**src/rtl/lbdr_input_fifo_pkg.sv**
```systemverilog
// Shared router parameters: flit type encodings and the framing-state enum
// used by the LBDR input buffer.
package lbdr_input_fifo_pkg;

  localparam logic [2:0] FLIT_HEADER = 3'b001;
  localparam logic [2:0] FLIT_BODY   = 3'b010;
  localparam logic [2:0] FLIT_TAIL   = 3'b100;

  typedef enum logic {
    IDLE,
    IN_PKT
  } frame_state_t;

endpackage

```
**src/rtl/lbdr_input_fifo.sv**
```systemverilog
// Per-port FWFT input buffer ahead of LBDR: credit return to upstream,
// head-flit routing fields, sticky overflow/underflow/framing error flags.
module lbdr_input_fifo
  import lbdr_input_fifo_pkg::*;
#(
  parameter int DATA_WIDTH = 32,
  parameter int DEPTH      = 4
) (
  input  logic                  clk,
  input  logic                  rst,
  input  logic                  valid_in,
  input  logic [DATA_WIDTH-1:0] flit_in,
  output logic                  credit_out,
  input  logic                  read_en,
  output logic                  empty,
  output logic                  full,
  output logic [DATA_WIDTH-1:0] flit_out,
  output logic [2:0]            flit_id,
  output logic [3:0]            dst_addr,
  output logic                  overflow_err,
  output logic                  underflow_err,
  output logic                  proto_err
);

  localparam int PW = $clog2(DEPTH);
  localparam logic [PW:0]   CNT_FULL = DEPTH[PW:0];
  localparam logic [PW:0]   CNT_ONE  = 1;
  localparam logic [PW-1:0] PTR_ONE  = 1;

  logic [DATA_WIDTH-1:0] mem [DEPTH];
  logic [PW-1:0]         wr_ptr, rd_ptr;
  logic [PW:0]           count;
  logic                  rd_fire, wr_fire;
  logic [2:0]            in_id;
  frame_state_t          state, state_nxt;
  logic                  proto_hit;

  // Status flags come from the count register only, so LBDR never sees a
  // combinational path from valid_in/read_en.
  assign empty    = (count == '0);
  assign full     = (count == CNT_FULL);
  assign rd_fire  = read_en & ~empty;
  assign wr_fire  = valid_in & (~full | rd_fire);
  assign in_id    = flit_in[DATA_WIDTH-1 -: 3];

  assign flit_out = mem[rd_ptr];
  assign flit_id  = flit_out[DATA_WIDTH-1 -: 3];
  assign dst_addr = flit_out[3:0];

  // Storage has no reset; flit_out is don't-care while empty.
  always_ff @(posedge clk) begin
    if (wr_fire) mem[wr_ptr] <= flit_in;
  end

  always_ff @(posedge clk) begin
    if (rst) begin
      wr_ptr        <= '0;
      rd_ptr        <= '0;
      count         <= '0;
      credit_out    <= 1'b0;
      overflow_err  <= 1'b0;
      underflow_err <= 1'b0;
      proto_err     <= 1'b0;
      state         <= IDLE;
    end else begin
      if (wr_fire) wr_ptr <= wr_ptr + PTR_ONE;
      if (rd_fire) rd_ptr <= rd_ptr + PTR_ONE;
      if (wr_fire && !rd_fire)      count <= count + CNT_ONE;
      else if (rd_fire && !wr_fire) count <= count - CNT_ONE;
      credit_out <= rd_fire;
      if (valid_in && full && !rd_fire) overflow_err  <= 1'b1;
      if (read_en && empty)             underflow_err <= 1'b1;
      if (proto_hit)                    proto_err     <= 1'b1;
      state <= state_nxt;
    end
  end

  // Framing check; erroneous flits are still stored.
  always_comb begin
    state_nxt = state;
    proto_hit = 1'b0;
    if (wr_fire) begin
      case (in_id)
        FLIT_HEADER: begin
          if (state == IDLE) state_nxt = IN_PKT;
          else               proto_hit = 1'b1;
        end
        FLIT_BODY: begin
          if (state == IDLE) proto_hit = 1'b1;
        end
        FLIT_TAIL: begin
          if (state == IDLE) proto_hit = 1'b1;
          else               state_nxt = IDLE;
        end
        default: proto_hit = 1'b1;
      endcase
    end
  end

endmodule

```
**config.mk**
```make
export PLATFORM = sky130hd
export DESIGN_NAME = lbdr_input_fifo
export DESIGN_NICKNAME = d
export VERILOG_FILES = /design/src/rtl/lbdr_input_fifo_pkg.sv /design/src/rtl/lbdr_input_fifo.sv
export SDC_FILE = /design/constraint.sdc
export NUM_CORES = 1
export LEC_CHECK = 0
export ABC_AREA = 1
export CAP_MARGIN = 20
export CORE_AREA = 2 2 89 125
export CTS_CLUSTER_DIAMETER = 200
export DETAILED_ROUTE_END_ITERATION = 10
export DIE_AREA = 0 0 91 127
export PLACE_DENSITY = 0.8
export SLEW_MARGIN = 20
export SYNTH_ARGS = -nofsm -noshare
export SYNTH_HDL_FRONTEND = slang
export SYNTH_SLANG_ARGS = --single-unit
```
**constraint.sdc**
```tcl
create_clock -name clk -period 3.05 [get_ports clk]
set_input_delay 0.4575 -clock clk [delete_from_list [all_inputs] [get_ports clk]]
set_output_delay 0.4575 -clock clk [all_outputs]
set_load 0.02 [all_outputs]
```
==> impl_metrics.csv <==
group,metric,value,unit
detailed_routing,first_pass_iters,5,
grt,antenna_found_initial,0,
grt,grt.overflow.total,0,
yosys,synth_area,5470,µm²
floorplan,row_count,44,
worst_setup_path,end_kind,"output pin",
final_layout,final_util,67.4,%
floorplan,pin_count,81,
clock_network,post_cts_buffers,0,
detailed_routing,post_drt_wl_per_cell,17.3,µm
sta,finalSetupTns,0,ns
clock_network,cts_root_buf,"clkbuf_16",
pwr,p_leak,0.00242,µW
yosys,yosys.area.top_type,"edfxtp_1",
sta,report.final.setup_viol,0,
detailed_routing,initialDrtViolationCount,225,
detailed_routing,num_vias,3468,
worst_setup_path,path_class,"flip-flop to output pin",
placement,hpwlAfterDp,6600,µm
final_layout,insertedDiodeCount,0,
status,status,"finished clean",
clock_network,clk_path_buf_depth,2,
pwr,powerDensity,885,nW/µm²
yosys,netlist.area_leader.share,70.2,%
worst_setup_path,crit_slowest_cell,"clkdlybuf4s50_1",
sta,fin_crit_sh,94.7,%
clock_network,cts.repair.resized,0,
yosys,synth-warning-count,0,
placement,port_buffers,80,
detailed_routing,ant_nets,0,
final_layout,layout_common_cells,"edfxtp_1, clkdlybuf4s50_1, nor2_1, o21ai_0, o22ai_1",
sta,fmax,0.346,GHz
yosys,ys_types,26,
grt,grt_pass1_wl,17900,µm
final_layout,fin_nets,534,
min_path,min_path_type,"flip-flop to flip-flop",
placement,routabilityCongestion,0.723,
worst_setup_path,crit_required,2.59,ns
yosys,ys_seq_elements,142,
sta,rsz0062_at_grt,"no",
sta,slew_violations,0,
grt,gr-usage-all-layers,20.4,%
yosys,syn_area_per_cell,13.3,µm²
floorplan,die_h,127,µm
clock_network,cts_max_level,4,
sta,min_period,2.89,ns
sta,holdWs,0.455,ns
worst_setup_path,crit_fanout,29,
clock_network,cts_sinks,142,
run,cap_violations,0,
yosys,ys_seq_area_share,75.4,%
detailed_routing,drt-total-wl,11100,µm
clock_network,cts_inserted_buffers,17,
floorplan,start_util,52.9,%
floorplan,die_area,11600,µm²
floorplan,coreArea,10300,µm²
detailed_routing,avgViaCountPerCell,5.39,
detailed_routing,drc_errors,0,
clock_network,cts_hold_buffers,0,
sta,finalHoldViolations,0,
yosys,syn_nets,452,
sta,tightest_slew,0.497,ns
final_layout,area_delta_synth_final,27.5,%
final_layout,final_layout_size_suffix_gt1_share,10.7,%
worst_setup_path,worstPathArrival,2.43,ns
sta,relSlewSlack,66.9,%
floorplan,die_w,91,µm
yosys,synthCells,410,
worst_setup_path,cp-start-kind,"flip-flop",
clock_network,path_clk_slew,0.06,ns
pwr,ir_drop,0.000559,V
yosys,synthTopCellsByArea,"edfxtp_1, o21ai_0, nor2_1",
clock_network,cts_tree,"done",
pwr,total_power,6170,µW
final_layout,mostFrequentLayoutCell,"edfxtp_1",
worst_setup_path,critPathMaxStageDelay,0.67,ns
clock_network,insertion_delay,0.41,ns
sta,clock_skew,0.00962,ns
worst_setup_path,path_cells,"buf_4, nor2_1, o22ai_1, clkdlybuf4s50_1",
grt,grt_pass1_vias,3598,
grt,grt_start_max_net_pins,40,
[power breakdown]
| group | switching, µW | internal, µW |
|---|---|---|
| Clock | 755 | 1200 |
| Sequential | 89.9 | 2320 |
| Combinational | 1070 | 744 |
[sequential cells by signal, indices dropped and copies added, names as in the netlist, named ones only]
name	flops
state	1
underflow_err	1
credit_out	1
proto_err	1
count	3
wr_ptr	2
mem	128
rd_ptr	2
overflow_err	1
[routing by layer]
layer | vias up | part of all wire, % | track usage [%]
met5 | - | 0 | 0
met4 | 0 | 1.5 | 7.93
met3 | 14 | 6.2 | 5.84
met2 | 130 | 54 | 36.1
met1 | 1676 | 38 | 23.4
li1 | 1648 | - | -
[synth_stat cells (all sizes together)]
master	number
edfxtp	128
nor2	82
o21ai	70
o22ai	32
inv	21
buf	19
dfxtp	14
nand2	12
clkbuf	8
a21oi	7
ha	5
nand3	5
or2	2
xor2	2
fa	1
nor3	1
o21a	1
[area by class of cell]
type	count	area [µm²]
clock buffer	17	425
clock inverter	15	148
fill	733	3370
inverter	21	83.8
multi-input combinational	220	1150
sequential	142	4130
tap	138	173
timing repair buffer	90	876
[cells by family after synthesis]
group	share of synthesized area, %
AO/OA/AOI/OAI	10.9
adder cells (fa/ha/maj)	1.51
XOR/XNOR	0.320
flip-flops	75.4
AND/OR/NAND/NOR	7.68
buffers and inverters	4.21
[through the flow]
stage / std cells / area, µm² / setup slack, ns
finish: 643 / 6980 / 0.163
detailed placement: 611 / 6400 / 0.299
floorplan: 410 / 5470 / 0.556
CTS: 643 / 6980 / 0.124
global placement: 611 / 6400 / 0.432
global route: 643 / 6980 / 0.00103
[worst paths after layout]
check                from      endpoint  slack [ns]  cells after the start
max             flip-flop    flit_id[2]        0.16                      4
min          overflow_err  overflow_err        0.45                      2
max reg2reg      count[0]      count[2]        0.92                     11
min reg2reg  overflow_err  overflow_err        0.45                      2
[critical path, delay by kind of cell (launching register included)]
family                 cells  cell delay, ns
AND/OR/NAND/NOR            1            0.12
flip-flops                 1            0.58
buffers and inverters      2            1.04
AO/OA/AOI/OAI              1            0.28
No activity file was read; power rests on OpenSTA's default activity.
